File: src/rtl/time_adjust_ctrl_pkg.sv
// Shared types and constants for the time-adjust command generator.
package time_adjust_ctrl_pkg;

    typedef enum logic [1:0] {
        ST_IDLE    = 2'd0,
        ST_HOLD    = 2'd1,
        ST_REPEAT  = 2'd2,
        ST_LOCKOUT = 2'd3
    } state_t;

    localparam logic FIELD_MIN = 1'b0;
    localparam logic FIELD_HR  = 1'b1;

    function automatic int max_int(input int a, input int b);
        return (a > b) ? a : b;
    endfunction

endpackage

File: src/rtl/time_adjust_ctrl_if.sv
// Button/strobe inputs and counter command outputs of the time-adjust controller.
interface time_adjust_ctrl_if;
    logic tick;
    logic minute_tick;
    logic adj_mode;
    logic btn_up;
    logic btn_down;
    logic btn_sel;
    logic min_carry;
    logic min_en;
    logic min_updown;
    logic hr_en;
    logic hr_updown;
    logic field;

    modport master (
        input  tick, minute_tick, adj_mode, btn_up, btn_down, btn_sel, min_carry,
        output min_en, min_updown, hr_en, hr_updown, field
    );

    modport slave (
        output tick, minute_tick, adj_mode, btn_up, btn_down, btn_sel, min_carry,
        input  min_en, min_updown, hr_en, hr_updown, field
    );
endinterface

File: src/rtl/time_adjust_ctrl_edge_pulse.sv
// Rising-edge detector with a history register; stays quiet on the first cycle
// after reset so a level already high at reset release is not seen as an edge.
module time_adjust_ctrl_edge_pulse (
    input  logic clk,
    input  logic rst,
    input  logic din,
    output logic rise
);
    logic prev_q;
    logic armed_q;

    always_ff @(posedge clk or posedge rst) begin
        if (rst) begin
            prev_q  <= 1'b0;
            armed_q <= 1'b0;
        end else begin
            prev_q  <= din;
            armed_q <= 1'b1;
        end
    end

    assign rise = armed_q & din & ~prev_q;
endmodule

File: src/rtl/time_adjust_ctrl.sv
// Turns buttons into counter enables with press-and-hold auto-repeat, and
// forwards minute strobes / minute carry to the counters in run mode.
//
// state   | meaning
// IDLE    | no button active; waits for a single press, toggles field on sel
// HOLD    | first pulse sent, counting ticks until auto-repeat starts
// REPEAT  | auto-repeating every REPEAT_TICKS ticks
// LOCKOUT | both buttons seen; silent until both are released
module time_adjust_ctrl
    import time_adjust_ctrl_pkg::*;
#(
    parameter int HOLD_TICKS   = 50,
    parameter int REPEAT_TICKS = 10
) (
    input logic                clk,
    input logic                rst,
    time_adjust_ctrl_if.master bus
);
    localparam int CW = $clog2(max_int(HOLD_TICKS, REPEAT_TICKS) + 1);
    localparam logic [CW-1:0] HOLD_TC = CW'(HOLD_TICKS - 1);
    localparam logic [CW-1:0] REP_TC  = CW'(REPEAT_TICKS - 1);

    state_t          state_q, state_n;
    logic [CW-1:0]   cnt_q, cnt_n;
    logic            dir_q, dir_n;
    logic            field_q, field_n;
    logic            cmd, cmd_dir;
    logic            active_btn, other_btn;
    logic [CW-1:0]   tc;
    logic            sel_rise, carry_rise;

    time_adjust_ctrl_edge_pulse u_sel_edge (
        .clk (clk), .rst (rst), .din (bus.btn_sel), .rise (sel_rise)
    );

    time_adjust_ctrl_edge_pulse u_carry_edge (
        .clk (clk), .rst (rst), .din (bus.min_carry), .rise (carry_rise)
    );

    assign active_btn = dir_q ? bus.btn_up   : bus.btn_down;
    assign other_btn  = dir_q ? bus.btn_down : bus.btn_up;
    assign tc         = (state_q == ST_HOLD) ? HOLD_TC : REP_TC;

    always_comb begin
        state_n = state_q;
        cnt_n   = cnt_q;
        dir_n   = dir_q;
        field_n = field_q;
        cmd     = 1'b0;
        cmd_dir = dir_q;
        if (!bus.adj_mode) begin
            state_n = ST_IDLE;
        end else begin
            case (state_q)
                ST_IDLE: begin
                    if (sel_rise)
                        field_n = ~field_q;
                    if (bus.btn_up ^ bus.btn_down) begin
                        cmd     = 1'b1;
                        cmd_dir = bus.btn_up;
                        dir_n   = bus.btn_up;
                        cnt_n   = '0;
                        state_n = ST_HOLD;
                    end else if (bus.btn_up && bus.btn_down) begin
                        state_n = ST_LOCKOUT;
                    end
                end
                ST_HOLD, ST_REPEAT: begin
                    if (other_btn) begin
                        state_n = ST_LOCKOUT;
                    end else if (!active_btn) begin
                        state_n = ST_IDLE;
                    end else if (bus.tick) begin
                        if (cnt_q == tc) begin
                            cmd     = 1'b1;
                            cnt_n   = '0;
                            state_n = ST_REPEAT;
                        end else if (cnt_q != '1) begin
                            cnt_n = cnt_q + 1'b1;
                        end
                    end
                end
                ST_LOCKOUT: begin
                    if (!bus.btn_up && !bus.btn_down)
                        state_n = ST_IDLE;
                end
                default: state_n = ST_IDLE;
            endcase
        end
    end

    always_ff @(posedge clk or posedge rst) begin
        if (rst) begin
            state_q        <= ST_IDLE;
            cnt_q          <= '0;
            dir_q          <= 1'b1;
            field_q        <= FIELD_MIN;
            bus.min_en     <= 1'b0;
            bus.hr_en      <= 1'b0;
            bus.min_updown <= 1'b1;
            bus.hr_updown  <= 1'b1;
        end else begin
            state_q <= state_n;
            cnt_q   <= cnt_n;
            dir_q   <= dir_n;
            field_q <= field_n;
            if (bus.adj_mode) begin
                // carry edges are dropped here so minute adjustment never moves hours
                bus.min_en <= cmd && (field_q == FIELD_MIN);
                bus.hr_en  <= cmd && (field_q == FIELD_HR);
                if (cmd && (field_q == FIELD_MIN))
                    bus.min_updown <= cmd_dir;
                if (cmd && (field_q == FIELD_HR))
                    bus.hr_updown <= cmd_dir;
            end else begin
                bus.min_en     <= bus.minute_tick;
                bus.hr_en      <= carry_rise;
                bus.min_updown <= 1'b1;
                bus.hr_updown  <= 1'b1;
            end
        end
    end

    assign bus.field = field_q;
endmodule

File: src/flat_wrapper.sv
// flat-port wrapper written by rule: the top's interface ports become plain ports
module time_adjust_ctrl_flat import time_adjust_ctrl_pkg::*;
#(
    parameter int HOLD_TICKS   = 50,
    parameter int REPEAT_TICKS = 10
)
  (clk, rst, bus_tick, bus_minute_tick, bus_adj_mode, bus_btn_up, bus_btn_down, bus_btn_sel, bus_min_carry, bus_min_en, bus_min_updown, bus_hr_en, bus_hr_updown, bus_field);
  time_adjust_ctrl_if bus_i ();
  input logic clk;
  input logic rst;
  input wire logic [$bits(bus_i.tick)-1:0] bus_tick;
  input wire logic [$bits(bus_i.minute_tick)-1:0] bus_minute_tick;
  input wire logic [$bits(bus_i.adj_mode)-1:0] bus_adj_mode;
  input wire logic [$bits(bus_i.btn_up)-1:0] bus_btn_up;
  input wire logic [$bits(bus_i.btn_down)-1:0] bus_btn_down;
  input wire logic [$bits(bus_i.btn_sel)-1:0] bus_btn_sel;
  input wire logic [$bits(bus_i.min_carry)-1:0] bus_min_carry;
  output wire logic [$bits(bus_i.min_en)-1:0] bus_min_en;
  output wire logic [$bits(bus_i.min_updown)-1:0] bus_min_updown;
  output wire logic [$bits(bus_i.hr_en)-1:0] bus_hr_en;
  output wire logic [$bits(bus_i.hr_updown)-1:0] bus_hr_updown;
  output wire logic [$bits(bus_i.field)-1:0] bus_field;
  assign bus_i.tick = bus_tick;
  assign bus_i.minute_tick = bus_minute_tick;
  assign bus_i.adj_mode = bus_adj_mode;
  assign bus_i.btn_up = bus_btn_up;
  assign bus_i.btn_down = bus_btn_down;
  assign bus_i.btn_sel = bus_btn_sel;
  assign bus_i.min_carry = bus_min_carry;
  assign bus_min_en = bus_i.min_en;
  assign bus_min_updown = bus_i.min_updown;
  assign bus_hr_en = bus_i.hr_en;
  assign bus_hr_updown = bus_i.hr_updown;
  assign bus_field = bus_i.field;
  time_adjust_ctrl #(.HOLD_TICKS(HOLD_TICKS), .REPEAT_TICKS(REPEAT_TICKS)) u_core (.clk(clk), .rst(rst), .bus(bus_i));
endmodule
File: config.mk
export PLATFORM = sky130hd
export DESIGN_NAME = time_adjust_ctrl_flat
export DESIGN_NICKNAME = d
export VERILOG_FILES = /design/src/rtl/time_adjust_ctrl_pkg.sv /design/src/rtl/time_adjust_ctrl_if.sv /design/src/rtl/time_adjust_ctrl_edge_pulse.sv /design/src/rtl/time_adjust_ctrl.sv /design/src/flat_wrapper.sv
export SDC_FILE = /design/constraint.sdc
export NUM_CORES = 1
export LEC_CHECK = 0
export BUFFER_PORTS_ARGS = -buffer_cell sky130_fd_sc_hd__buf_2
export CAP_MARGIN = 10
export CORE_ASPECT_RATIO = 1.25
export CORE_MARGIN = 2
export CORE_UTILIZATION = 50
export DETAILED_ROUTE_END_ITERATION = 6
export PLACE_DENSITY_LB_ADDON = 0.05
export SETUP_SLACK_MARGIN = 0.3
export SLEW_MARGIN = 10
export SYNTH_ARGS = -nofsm -noshare
export SYNTH_HDL_FRONTEND = slang
export SYNTH_HIERARCHICAL = 1
export SYNTH_SLANG_ARGS = --single-unit
File: constraint.sdc
create_clock -name clk -period 2.3 [get_ports clk]
set_clock_uncertainty 0.2 [all_clocks]
set_input_delay 0.23 -clock clk [delete_from_list [all_inputs] [get_ports clk]]
set_output_delay 0.23 -clock clk [all_outputs]
set_load 0.05 [all_outputs]
### After elaboration in Yosys (flattened, before gate mapping)

Index checks and enable logic that the tools add are counted.

| word-level totals | value |
|---|---|
| register bits after elaboration | 17 |
| input bits | 9 |
| logic and storage cells | 82 |

| cells by class | value |
|---|---|
| add/subtract/negate cells | 1 |
| eq/ne operators | 16 |
| muxes and demuxes | 34 |
| bitwise operators | 8 |
| reductions and logical operators | 12 |

Operators with widths:

| cell | count |
|---|---|
| 6-bit 2-to-1 mux | 7 |
| 1-bit 2-to-1 mux | 16 |
| 2-bit 2-to-1 mux | 8 |
| 6-bit case mux with 2 select lines | 1 |
| 5-bit inequality test, second input constant | 2 |
| 2-bit by 1-bit inequality test with 1-bit output, second input constant | 4 |
| 7-bit AND reduction | 1 |
| 6-bit by 1-bit adder with 6-bit output, second input constant | 1 |
| 6-bit equality test | 1 |
| 6-bit inequality test, second input constant | 1 |
| 2-bit case mux with 3 select lines | 1 |
| 1-bit AND | 4 |
| 2-bit equality test, second input constant | 2 |
| 1-bit logical AND | 4 |
| 2-bit inequality test, second input constant | 2 |
| 4-bit by 2-bit inequality test with 1-bit output, second input constant | 1 |
| 4-bit AND reduction | 1 |
| 3-bit by 1-bit inequality test with 1-bit output, second input constant | 1 |
| 3-bit by 2-bit inequality test with 1-bit output, second input constant | 1 |
| 1-bit NOT | 3 |
| 3-bit AND reduction | 1 |
| 2-bit by 1-bit equality test with 1-bit output, second input constant | 1 |
| 1-bit logical NOT | 2 |
| 2-bit logical NOT | 1 |
| 4 further kinds | 4 |

### Logic depth before layout (Yosys ltp)

| logic depth | value |
|---|---|
| word-level depth | 12 |
| mapped depth | 8 |
| gate-level depth less buffers | 6 |

### Cells and area by module

The synthesis kept the hierarchy.

Modules (own cells, without submodules):

| module | instances | cells each | area an instance (um^2) | sequential area each (um^2) |
|---|---|---|---|---|
| time_adjust_ctrl | 1 | 111 | 1036.0 | 354.1 |
| time_adjust_ctrl_edge_pulse | 2 | 5 | 66.3 | 50.0 |

### Least setup slack after synthesis

No wires, ideal clock.

| timing path | value |
|---|---|
| kind | flip-flop to flip-flop |
| from | register u_core.state_q[0] |
| to | register u_core.cnt_q[3] |
| setup time | 0.129 ns |
| data arrival time | 1.686 ns |
| setup slack | 0.286 ns |
| stages on the path, launching flop included | 9 |
| period minus slack after synthesis | 2.014 ns |
| path through | dfrtp_1 > inv_1 > ha_1 > buf_2 > mux2_2 > and2_1 > clkbuf_1 > a41oi_1 > o22ai_1 |

| on the way | value |
|---|---|
| cells in the longest elaborated chain, start to end | 8 |
| elaborated cells on any way between the ends | 18 |

RTL lines:

| element | RTL line | RTL |
|---|---|---|
| from (decl) | time_adjust_ctrl.sv:23 | `state_t state_q, state_n;` |
| from (signal assigned) | time_adjust_ctrl.sv:103 | `state_q <= state_n;` |
| 2-bit by 1-bit equality test with 1-bit output | time_adjust_ctrl.sv:42, time_adjust_ctrl.sv:54 |  |
| 6-bit 2-to-1 mux | time_adjust_ctrl.sv:42 | `assign tc = (state_q == ST_HOLD) ? HOLD_TC : REP_TC;` |
| 6-bit equality test | time_adjust_ctrl.sv:74 | `if (cnt_q == tc) begin` |
| 6-bit 2-to-1 mux | time_adjust_ctrl.sv:74 |  |
| 6-bit 2-to-1 mux | time_adjust_ctrl.sv:73 | `end else if (bus.tick) begin` |
| 6-bit 2-to-1 mux | time_adjust_ctrl.sv:71 | `end else if (!active_btn) begin` |
| 6-bit 2-to-1 mux | time_adjust_ctrl.sv:69 | `if (other_btn) begin` |
| 6-bit case mux with 2 select lines | time_adjust_ctrl.sv:54 | `case (state_q)` |
| to (signal assigned) | time_adjust_ctrl.sv:104 | `cnt_q <= cnt_n;` |
| to (decl) | time_adjust_ctrl.sv:24 | `logic [CW-1:0] cnt_q, cnt_n;` |

Parallel ways exist; a longest one is shown, timed or not. The select of a mux whose other input is x is not followed.
A chain may end at the register's enable or synchronous reset.

### Worst setup path after layout

Ends and elaborated chain as after synthesis.

==> flow_metrics.env <==
export IMPL_cts_tree="yes"
export IMPL_drcViolationCount=0
export IMPL_cts_buffer_depth=2
export IMPL_io_pin_count=14
export IMPL_synth_seq_cells=18
export IMPL_die_w_um=47.2
export IMPL_cts_sinks=18
export IMPL_grt_ovfl_total=0
export IMPL_critPathMaxStageDelay_ps=450
export IMPL_drv_slew=0
export IMPL_finalSetupTns_ps=0
export IMPL_wl_per_cell_um=14.7
export IMPL_cp_end_kind="register"
export IMPL_clk_pin_slew_ps=110
export IMPL_synth_edf_count=0
export IMPL_ys_seq_area_frac=0.389
export IMPL_fp_coreArea_um2=2210
export IMPL_grt_max_degree=15
export IMPL_ys_flop_type="dfrtp_1"
export IMPL_fin_crit_sh=0.867
export IMPL_rsz0062_at_grt="yes"
export IMPL_port_buffers=13
export IMPL_diodes=0
export IMPL_startpoint_type="register"
export IMPL_r2r_start="u_core/state_q[0]"
export IMPL_r2r_cells=6
export IMPL_whs_ps=83.8
export IMPL_synth_top_area_share=0.321
export IMPL_crit_buf_inv=1
export IMPL_hold_viol=0
export IMPL_ir_drop_uv=912
export IMPL_crit_chain="inv_1 > ha_4 > mux2_2 > and2_2 > a41oi_1 > o22ai_1"
export IMPL_rows=19
export IMPL_arrival_ps=1960
export IMPL_path_class="register to register"
export IMPL_rrSetupSlack_ps=310
export IMPL_wirelength_mm=2.56
export IMPL_setup_viol_count_final=0
export IMPL_critical_path_endpoint="u_core/cnt_q[3]"
export IMPL_outcome="finished, final reports clean"
export IMPL_ant_nets=0
export IMPL_fmax_mhz=502
export IMPL_grt_use_total=0.200
export IMPL_drive_above_1_share=0.259
export IMPL_setup_slack_ps=306
export IMPL_power_density_nw_per_um2=1200
export IMPL_p_leak_nw=0.673
export IMPL_maxCapViolCount=0
export IMPL_cp_max_fo=6
export IMPL_final_cell_mix="dfrtp_1 (14), buf_2 (13), inv_1 (12)"
export IMPL_fp_dieArea_um2=2740
export IMPL_cts_root_buffer="clkbuf_4"
export IMPL_avgSynthCellArea_um2=9.66
export IMPL_post_place_ws_ps=203
export IMPL_ys_async_sr_fraction=1.00
export IMPL_hpwl_mm=1.76
export IMPL_num_vias=978
export IMPL_synth_distinct_cells=40
export IMPL_ys_warn_count=6
export IMPL_die_h_um=58.1
export IMPL_viasPerCell=5.62
export IMPL_fin_crit_ps=1990
export IMPL_crit_slowest_cell="dfrtp_2"
export IMPL_critical_path_startpoint="u_core/state_q[0]"
export IMPL_first_global_vias=939
export IMPL_grt_pass1_wl_mm=4.00
export IMPL_final_nets=161
export IMPL_netlist_top_cells_area="dfrtp_1 (32%), ha_1 (8.6%), dfstp_2 (6.7%)"
export IMPL_fillers=193
export IMPL_total_power_mw=1.70
export IMPL_synth_largest_area_cell="dfrtp_1"
export IMPL_firstDrtPassIters=4
export IMPL_start_util=0.529
export IMPL_worstPathRequired_ps=2270
export IMPL_syn_cell_area_um2=1170
export IMPL_htreeDepth=1
export IMPL_worst_pin_slew_ps=535
export IMPL_cp_depth=6
export IMPL_slew_headroom=0.643
export IMPL_antenna_found_initial=0
export IMPL_synth_fp_nets=138
export IMPL_routabilityCongestion=0.842
export IMPL_reg2reg_to="u_core/cnt_q[3]"
export IMPL_hp_class="input port to register"
export IMPL_cts_buffers=3
export IMPL_layout_commonest_cell="dfrtp_1"
export IMPL_insertion_delay_ps=290
export IMPL_drt_iter0_markers=17
export IMPL_area_growth_pct=21.3
export IMPL_syn_inst=121
export IMPL_crit_family="flip-flops"
-- cells in the mapped netlist (all sizes together), types with 3 or more instances --
master / number
a31oi: 3
and3b: 3
dfrtp: 15
dfstp: 3
ha: 8
inv: 13
mux2i: 7
nand2: 11
nand3: 7
nor2: 3
o211ai: 3
o21a: 3
o21ai: 6
o41ai: 3
-- worst reg2reg max path: stages (launching register included) --
cell and delay (ps):
dfrtp_2 450, inv_1 130, ha_4 190, mux2_2 350
and2_2 240, a41oi_1 230, o22ai_1 90
-- state kept, by name (all words and copies together), names as in the netlist --
name and count:
u_core/bus.field 1, u_core/bus.hr_en 1, u_core/u_sel_edge/prev_q 1, u_core/u_sel_edge/armed_q 1, u_core/u_carry_edge/prev_q 1, u_core/dir_q 1, u_core/bus.min_updown 1, u_core/bus.min_en 1
u_core/bus.hr_updown 1, u_core/cnt_q 6, u_core/u_carry_edge/armed_q 1, u_core/state_q 2
-- repair_timing --
action / in CTS / in global routing
hold buffers: 4 / 0
gates resized for setup: 1 / 11
endpoints found under the hold margin: 18 / 0
pin swaps: 0 / 5
buffers inserted: 2 / 2
endpoints found under the setup margin: 9 / 10
-- layout make-up --
class                   instances  area, um2  share of cell area
multi-input cells              87        703               0.496
repair buffers                 21        135              0.0953
clock buffers                   4       36.3              0.0256
flip-flops and latches         18        455               0.321
well taps                      31       38.8              0.0274
inverters                      13       48.8              0.0344
-- through the flow --
| stage | cell area, um2 | utilization | instances |
|---|---|---|---|
| finish | 1420 | 0.641 | 174 |
| global placement | 1260 | 0.570 | 162 |
| global route | 1420 | 0.641 | 174 |
| floorplan | 1170 | - | 121 |
| detailed placement | 1260 | 0.570 | 162 |
| CTS | 1350 | 0.612 | 172 |
-- cells by family after synthesis --
kind of cell / share of synthesized area
and+or+nand+nor: 0.201
AOI/OAI and AO/OA: 0.179
DFF: 0.389
buffers and inverters: 0.0525
muxes: 0.0792
adders and majority gates: 0.0857
other: 0.00643
xor gates and xnor gates: 0.00750
-- per-layer routing --
metal  global-route usage  routed length [um]  vias up  share of wire
met5                    0                   0        -              0
li1                     -                   -      478              -
met1                0.233                1070      483           0.42
met4               0.0794                  20        0         0.0078
met3               0.0187                  54        2          0.021
met2                0.357                1410       15           0.55
-- how the worst min path moves through the flow --
stage	startpoint	endpoint	depth (start not counted)
global route	bus_btn_up	u_core/dir_q	3
floorplan	rst	u_core/u_carry_edge/armed_q	1
global placement	rst	u_core/u_sel_edge/armed_q	2
CTS	bus_btn_up	u_core/dir_q	3
finish	bus_btn_up	u_core/dir_q	3
detailed placement	rst	u_core/u_sel_edge/prev_q	2
-- power by group --
group / total (mW) / switching (mW) / internal [mW] / leakage (nW)
Sequential: 0.543 / 0.118 / 0.424 / 0.216
Clock: 0.195 / 0.0990 / 0.0963 / 0.0210
Combinational: 0.962 / 0.556 / 0.405 / 0.436
Total: 1.70 / 0.774 / 0.926 / 0.673
(Power assumes the default switching activity.)
